$ cat config.mk
export PLATFORM = sky130hd
export DESIGN_NAME = fpu_pipe
export DESIGN_NICKNAME = d
export VERILOG_FILES = /design/src/rtl/fpu_pkg.sv /design/src/rtl/fp_regfile.sv /design/src/rtl/fpu_pipe.sv
export SDC_FILE = /design/constraint.sdc
export NUM_CORES = 2
export LEC_CHECK = 0
export ABC_CLOCK_PERIOD_IN_PS = 7050
export CORE_ASPECT_RATIO = 0.5
export CORE_MARGIN = 2
export CORE_UTILIZATION = 35
export DETAILED_ROUTE_END_ITERATION = 8
export HOLD_SLACK_MARGIN = 0.02
export PLACE_DENSITY = 0.48
export RECOVER_POWER = 25
export SLEW_MARGIN = 20
export SYNTH_ARGS = -nofsm -noshare
export SYNTH_HDL_FRONTEND = slang
export SYNTH_HIERARCHICAL = 1
export SYNTH_SLANG_ARGS = --single-unit
$ cat constraint.sdc
create_clock -name clk -period 7.05 [get_ports clk]
set_input_delay 1.7625 -clock clk [delete_from_list [all_inputs] [get_ports clk]]
set_output_delay 1.7625 -clock clk [all_outputs]
set_load 0.03 [all_outputs]
$ cat src/rtl/fpu_pkg.sv
// Shared FP-side definitions: op codes and the iterative-op classifier.
// Latency: n/a (package).
// Backpressure: n/a (package).
package fpu_pkg;

  localparam logic [2:0] FC_ADD  = 3'b000;
  localparam logic [2:0] FC_SUB  = 3'b001;
  localparam logic [2:0] FC_MUL  = 3'b010;
  localparam logic [2:0] FC_DIV  = 3'b011;
  localparam logic [2:0] FC_SQRT = 3'b100;

  // div and sqrt occupy E1 for several cycles; everything else is single-cycle
  function automatic logic is_iter(input logic [2:0] fc);
    return (fc == FC_DIV) || (fc == FC_SQRT);
  endfunction

endpackage

$ cat src/rtl/fp_regfile.sv
// 32x32 FP register file: two read ports, WB and load write ports.
// Latency: reads combinational with same-cycle write bypass; writes land on the next edge.
// Backpressure: none; the load port wins when both ports write one register.
// Ports: i_ra_n/i_rb_n read addresses -> o_ra_d/o_rb_d; i_wb_* WB write; i_ld_* load write.
module fp_regfile (
  input  logic        clk,
  input  logic        clrn,
  input  logic [4:0]  i_ra_n,
  input  logic [4:0]  i_rb_n,
  input  logic        i_wb_w,
  input  logic [4:0]  i_wb_n,
  input  logic [31:0] i_wb_d,
  input  logic        i_ld_w,
  input  logic [4:0]  i_ld_n,
  input  logic [31:0] i_ld_d,
  output logic [31:0] o_ra_d,
  output logic [31:0] o_rb_d
);

  logic [31:0] r_fpr [32];

  // Load write issued last so it overrides a WB write to the same register
  always_ff @(posedge clk or negedge clrn) begin
    if (!clrn) begin
      for (int i = 0; i < 32; i++) r_fpr[i] <= '0;
    end else begin
      if (i_wb_w) r_fpr[i_wb_n] <= i_wb_d;
      if (i_ld_w) r_fpr[i_ld_n] <= i_ld_d;
    end
  end

  // Bypass priority mirrors write priority: load first, then WB
  assign o_ra_d = (i_ld_w && i_ld_n == i_ra_n) ? i_ld_d :
                  (i_wb_w && i_wb_n == i_ra_n) ? i_wb_d : r_fpr[i_ra_n];
  assign o_rb_d = (i_ld_w && i_ld_n == i_rb_n) ? i_ld_d :
                  (i_wb_w && i_wb_n == i_rb_n) ? i_wb_d : r_fpr[i_rb_n];

endmodule

$ cat src/rtl/fpu_pipe.sv
// FP-side end of the IU/FPU interface: register file, E1/E2/E3/WB bookkeeping, div/sqrt stall.
// Latency: ID->E1->E2->E3->WB one edge each; WB data readable via bypass, in fpr one edge later.
// Backpressure: div/sqrt holds E1 for DIV_CYCLES cycles, raising stall so the IU freezes ID.
// Ports: fs/ft/fd/fc/wf decoded ID fields; fwd* operand selects; mmo/wmo/wrn/wwfpr IU load side;
//        res datapath result; e1*/e2*/e3* stage outputs; dfb swc1 data; stall/st iterative control.
module fpu_pipe
  import fpu_pkg::*;
#(
  parameter int DIV_CYCLES = 4
) (
  input  logic        clk,
  input  logic        clrn,
  input  logic [4:0]  fs,
  input  logic [4:0]  ft,
  input  logic [4:0]  fd,
  input  logic [2:0]  fc,
  input  logic        wf,
  input  logic        fwdla,
  input  logic        fwdlb,
  input  logic        fwdfa,
  input  logic        fwdfb,
  input  logic [31:0] mmo,
  input  logic [31:0] wmo,
  input  logic [4:0]  wrn,
  input  logic        wwfpr,
  input  logic [31:0] res,
  output logic [31:0] e1a,
  output logic [31:0] e1b,
  output logic [2:0]  e1c,
  output logic [4:0]  e1n,
  output logic [4:0]  e2n,
  output logic [4:0]  e3n,
  output logic        e1w,
  output logic        e2w,
  output logic        e3w,
  output logic [31:0] e3d,
  output logic [31:0] dfb,
  output logic        stall,
  output logic        st
);

  localparam int CW = $clog2(DIV_CYCLES);

  logic [31:0] r_e1a, r_e1b, r_wbd;
  logic [2:0]  r_e1c;
  logic [4:0]  r_e1n, r_e2n, r_e3n, r_wbn;
  logic        r_e1w, r_e2w, r_e3w, r_wbw;
  logic [CW-1:0] r_cnt;
  logic        r_st;

  logic [31:0] w_ra, w_rb, w_a, w_b;
  logic        w_stall;

  fp_regfile u_rf (
    .clk    (clk),
    .clrn   (clrn),
    .i_ra_n (fs),
    .i_rb_n (ft),
    .i_wb_w (r_wbw),
    .i_wb_n (r_wbn),
    .i_wb_d (r_wbd),
    .i_ld_w (wwfpr),
    .i_ld_n (wrn),
    .i_ld_d (wmo),
    .o_ra_d (w_ra),
    .o_rb_d (w_rb)
  );

  // E3 result forwarding outranks MEM load forwarding
  assign w_a = fwdfa ? res : (fwdla ? mmo : w_ra);
  assign w_b = fwdfb ? res : (fwdlb ? mmo : w_rb);

  assign w_stall = (r_cnt != '0);

  always_ff @(posedge clk or negedge clrn) begin
    if (!clrn) begin
      r_e1a <= '0; r_e1b <= '0; r_e1c <= '0; r_e1n <= '0; r_e1w <= 1'b0;
      r_e2n <= '0; r_e2w <= 1'b0;
      r_e3n <= '0; r_e3w <= 1'b0;
      r_wbn <= '0; r_wbw <= 1'b0; r_wbd <= '0;
      r_cnt <= '0;
      r_st  <= 1'b0;
    end else begin
      // E3 and WB drain even while E1 is busy iterating
      r_wbn <= r_e3n;
      r_wbw <= r_e3w;
      r_wbd <= res;
      r_e3n <= r_e2n;
      r_e3w <= r_e2w;
      if (w_stall) begin
        r_cnt <= r_cnt - CW'(1);
        r_st  <= 1'b0;
        r_e2n <= '0;
        r_e2w <= 1'b0;
      end else begin
        r_e2n <= r_e1n;
        r_e2w <= r_e1w;
        r_e1a <= w_a;
        r_e1b <= w_b;
        r_e1c <= fc;
        r_e1n <= fd;
        r_e1w <= wf;
        // Counter holds the remaining extra E1 cycles after this first one
        if (wf && is_iter(fc)) begin
          r_cnt <= CW'(DIV_CYCLES - 1);
          r_st  <= 1'b1;
        end else begin
          r_st  <= 1'b0;
        end
      end
    end
  end

  assign e1a   = r_e1a;
  assign e1b   = r_e1b;
  assign e1c   = r_e1c;
  assign e1n   = r_e1n;
  assign e1w   = r_e1w;
  assign e2n   = r_e2n;
  assign e2w   = r_e2w;
  assign e3n   = r_e3n;
  assign e3w   = r_e3w;
  assign e3d   = res;
  assign dfb   = w_rb;
  assign stall = w_stall;
  assign st    = r_st;

endmodule

# Word level (Yosys, flattened, before mapping)
# Cells that the tools add are included.
totals:
  regBits: 1150
  out_inout_bits: 151
  word_cells: 101
  inputBits: 127
op_classes:
  order_cmp: 6
  n_reduce_logical: 10
  add_sub_neg: 1
  bitwise: 4
  n_eq_ne: 6
  muxes: 28
ops:
  columns: ["op", "count"]
  rows:
  - ["bitwise mux 1024 bit", 2]
  - ["two-way mux 1024 bit", 2]
  - ["two-way mux 32 bit", 14]
  - ["binary-select mux 32 bit (select 5 bit)", 2]
  - ["demux 32 bit (select 5 bit)", 2]
  - [">= comparator 6 bit, second input constant", 4]
  - ["inverter 5 -> 6 bit", 4]
  - ["equality test 5 bit", 4]
  - ["< comparator 6 x 1 -> 1 bit, second input constant", 2]
  - ["logical AND 1 bit", 7]
  - ["two-way mux 5 bit", 1]
  - ["two-way mux 2 bit", 2]
  - ["nonzero test 2 bit", 2]
  - ["equality test 3 x 2 -> 1 bit, second input constant", 1]
  - ["equality test 3 bit, second input constant", 1]
  - ["two-way mux 1 bit", 3]
  - ["subtractor 2 x 1 -> 2 bit, second input constant", 1]
  - ["logical OR 1 bit", 1]

# Longest topological paths before layout
logic_depth:
  ltp_word: 9
  ltp_mapped: 13
  ltp_nobuf: 8

# Cells and area by module
# The synthesis kept the hierarchy.
modules_own_cells:
  columns: ["mod", "seq_area_each_um2", "n_inst", "cells_per_inst", "area_per_inst_um2"]
  rows:
  - ["fp_regfile", 25624.6, 1, 6113, 65465.3]
  - ["fpu_pipe", 3153.0, 1, 474, 5698.0]

# Worst setup path after synthesis
# Ideal clock, no wire load.
synth_path:
  path_type: "in2out"
  startpoint: "input port ft[0]"
  endpoint: "output port dfb[6]"
  required_ns: 5.287
  arrival_ns: 4.147
  path_stages: 9
  path_buffers: 4
  setup_slack_ns: 1.140
  cell_sequence: "buf_6 > buf_12 > buf_12 > buf_12 > mux2i_1 > a221o_1 > o21ai_1 > nor4_1 > a2111oi_1"
synth_via:
  elab_chain_cells: 6
  elab_cells_between_ends: 10
  classes_between: "eq/ne: 2; mux: 5; bitwise: 1; reduce/logical: 2"
synth_lines:
  columns: ["item", "line_no", "source"]
  rows:
  - ["from (decl)", "fpu_pipe.sv:14", "input logic [4:0] ft,"]
  - ["inverter 5 -> 6 bit (not written as such)", "fp_regfile.sv:36", "(i_wb_w && i_wb_n == i_rb_n) ? i_wb_d : r_fpr[i_rb_n];"]
  - ["binary-select mux 32 bit (select 5 bit)", "fp_regfile.sv:36", null]
  - ["two-way mux 32 bit (not written as such) (2 in series)", "fp_regfile.sv:36", null]
  - ["two-way mux 32 bit", "fp_regfile.sv:36", null]
  - ["two-way mux 32 bit *", "fp_regfile.sv:35", "assign o_rb_d = (i_ld_w && i_ld_n == i_rb_n) ? i_ld_d :"]
  - ["to (decl)", "fpu_pipe.sv:37", "output logic [31:0] dfb,"]
# Every way passes the cells marked *; elsewhere a longest branch is shown, timed or not. The select of a mux whose other input is x is not followed.

# Worst setup path after layout
layout_path:
  startpoint: "input port wrn[3]"
  endpoint: "output port dfb[6]"
layout_via:
  elab_chain_cells: 3
layout_lines:
  columns: ["item", "line_no", "source"]
  rows:
  - ["from (decl)", "fpu_pipe.sv:24", "input logic [4:0] wrn,"]
  - ["equality test 5 bit", "fp_regfile.sv:35", null]
  - ["logical AND 1 bit", "fp_regfile.sv:35", null]
  - ["two-way mux 32 bit", "fp_regfile.sv:35", null]
# Every way passes these cells.

==> impl_metrics.ini <==
[outcome]
status = finished with violations
violations = max-capacitance violations, max-slew violations

[global_routing]
grt_overflow_total = 0
first_global_vias = 55400
grt_pass1_wl_mm = 438
grt_use_total = 0.298
grt_max_degree = 161
antenna_found_initial = 2

[clock_network]
postCtsSetupBuffers = 0
cts_tree = done
cts.htree.levels = 3
clkLatencyLatePin_ns = 0.77
cts_resized = 0
clockRootBuffer = clkbuf_16
clk_pin_slew_ns = 0.06
cts_sinks = 1150
cts_hold_repair.buffers = 0
numCtsBuffers = 119
cts.path.max_buffers = 3

[yosys]
async_flop_share = 1.00
yosys_warnings = 6
syn-num-nets = 6715
ys_ff_latch = 1150
synth_edf_count = 0
synth_flop_cell = dfrtp_1
seq_area_frac_synth = 0.404
avgSynthCellArea_sq_um = 10.8
synthesis.area_sq_um = 71200
synthDistinctLibCells = 66
syn_inst = 6587

[worst_setup_path]
cp.required_ns = 5.29
startpoint_type = input port
cp_data_arrival_time_ns = 4.86
setup.worst_path.start = wrn[3]
r2r_setup_slack_ns = 2.60
critPathKind = input port to output port
r2r-start = r_cnt[0]
end_kind = output port
cp_max_fo = 17

[drt]
met3WireLength_mm = 29.9
routed.top_layer = met5
routedWlPerCell_microns = 34.1
drtPass1Iterations = 6
drtIter0Drc = 7436
wl_met1_mm = 125
ant_nets = 0
wirelength_mm = 313
vias = 56500
drc = 0
wl_met2_mm = 137
via_per_inst = 6.15

[power_and_ir_drop]
power.density_nw_per_um2 = 315
fin_total_pwr_mw = 25.3
ir_drop_mv = 0.206
leakagePower_nw = 32.1

[placed_design]
gp_congestion = 0.912
dp_hpwl_mm = 188
dp_slack_ns = 0.482
portBuffers = 277

[floorplanning]
start_util = 0.354
rows = 116
die_x_microns = 642
pin_count = 278
fp.dieArea_sq_um = 207000
die_y_microns = 323
core_sq_um = 201000

[cells_and_area]
area_delta_synth_final_pct = 12.7
drive_gt1_frac = 0.184
final_nets = 6513

[timing]
rsz0062_at_grt = false
skew_ns = 0.0248
finalHoldViolCount = 0
fin_setup_tns_ns = 0
worst_pin_slew_ns = 5.39
max_freq_ghz = 0.151
setup_viol = 0
fin_crit_sh = 0.940
setup_ws_ns = 0.423
period_minus_slack_ns = 6.63
slew_headroom = -2.59
drv_slew = 135

[hold_path]
min_path_type = register to register
worstHoldStart = e2n[4]

[job]
maxCapViolCount = 2
-- per-stage QoR --
stage,cell area (sq um),hold WS [ns],utilization,cells
after floorplan,71200,0.489,-,6587
after global placement,76100,0.360,0.379,8973
after detailed placement,76200,0.360,0.379,8977
after CTS,80200,0.374,0.399,9192
after global routing,80200,0.377,0.399,9193
final,80200,0.373,0.399,9195
-- flip-flops by register name, summed over array words and instances (netlist names), 2 cells and up --
name	flops
e1n	5
r_wbn	5
e1b	32
e1a	32
e3n	5
u_rf/r_fpr	1024
r_cnt	2
e1c	3
r_wbd	32
e2n	5
-- worst paths after layout --
path                              endpoint  cells after the start
max                                 dfb[6]                      9
min in group asynchronous  u_rf/r_fpr[744]                      1
min reg2reg                         e3n[4]                      0
min                                 e3n[4]                      0
max reg2reg                         e1b[9]                      4
max in group asynchronous  u_rf/r_fpr[468]                      1
-- critical path: stages --
cell and delay [ns]:
clkdlybuf4s50_1 0.58, xor2_1 0.24, nor4_1 0.59, and3_2 0.33, buf_4 0.25, a2111oi_0 0.11, a2111oi_1 0.63, buf_4 0.24
buf_12 0.11
-- cells in the mapped netlist (5+ instances only) --
library cell  instances  share of area
nand4_1              25         0.0022
a211oi_1             10         0.0011
buf_12                7         0.0020
xor2_1                8        0.00098
or2_2                 6        0.00053
inv_1                 8        0.00042
o21ai_0             601          0.042
mux2i_1            1148           0.16
xnor2_1              12         0.0015
a311o_1              11         0.0015
mux2_2               90          0.014
nor2b_1              14         0.0012
nor2_1              579          0.031
clkbuf_1            442          0.023
mux4_1               17         0.0063
buf_6                17         0.0027
mux4_2              542           0.17
o21ai_1              17         0.0012
and2_1                8        0.00070
dfrtp_1            1150           0.40
a22oi_1              63         0.0066
and3_1                6        0.00053
nand4b_1             23         0.0028
a32oi_1              40         0.0049
buf_2               138         0.0097
nor2_2                5        0.00044
buf_4               108          0.011
a21oi_1             548          0.039
o22ai_1              10        0.00088
nand3_1              29         0.0020
buf_1               117         0.0062
nand2_1             723          0.038
-- power breakdown --
group	internal (mW)	switching, mW
Sequential	8.73	1.73
Combinational	4.20	3.95
Clock	3.71	2.94
Total	16.6	8.61
-- placed cells by master (no fill, tap or decap), types with 90 or more instances in the layout --
| cell type | synthesis | final |
|---|---|---|
| o21ai_0 | 601 | 601 |
| mux2_2 | 90 | 90 |
| nor2_1 | 579 | 549 |
| clkdlybuf4s50_1 | 0 | 199 |
| nand2_1 | 723 | 693 |
| mux2i_1 | 1148 | 1148 |
| buf_4 | 108 | 217 |
| clkbuf_16 | 0 | 121 |
| mux4_2 | 542 | 542 |
| dfrtp_1 | 1150 | 1148 |
| a21oi_1 | 548 | 548 |
-- area by class of cell --
class | count | area [sq um]
Antenna cell | 2 | 5.00
Clock buffer | 177 | 3550
Clock inverter | 38 | 400
Fill cell | 19100 | 121000
Inverter | 11 | 46.3
Multi-Input combinational cell | 4595 | 39000
Sequential cell | 1150 | 28800
Tap cell | 2714 | 3400
Timing Repair Buffer | 508 | 5050
-- cells by family after synthesis --
| kind of cell | Yosys count | synth area share |
|---|---|---|
| multiplexers | 1798 | 0.354 |
| AND/OR/NAND/NOR | 1447 | 0.0822 |
| AO/OA/AOI/OAI | 1329 | 0.101 |
| flip-flops | 1150 | 0.404 |
| buffers and inverters | 842 | 0.0561 |
| XOR/XNOR | 20 | 0.00246 |
| adder cells (fa/ha/maj) | 1 | 0.000176 |
-- layer usage --
| metal | vias to the layer above | global-route usage |
|---|---|---|
| met5 | - | 0.00321 |
| met4 | 4 | 0.175 |
| met3 | 773 | 0.0771 |
| met2 | 3231 | 0.449 |
| met1 | 29000 | 0.389 |
| li1 | 23500 | - |
Power figures use the tool's default switching activity.
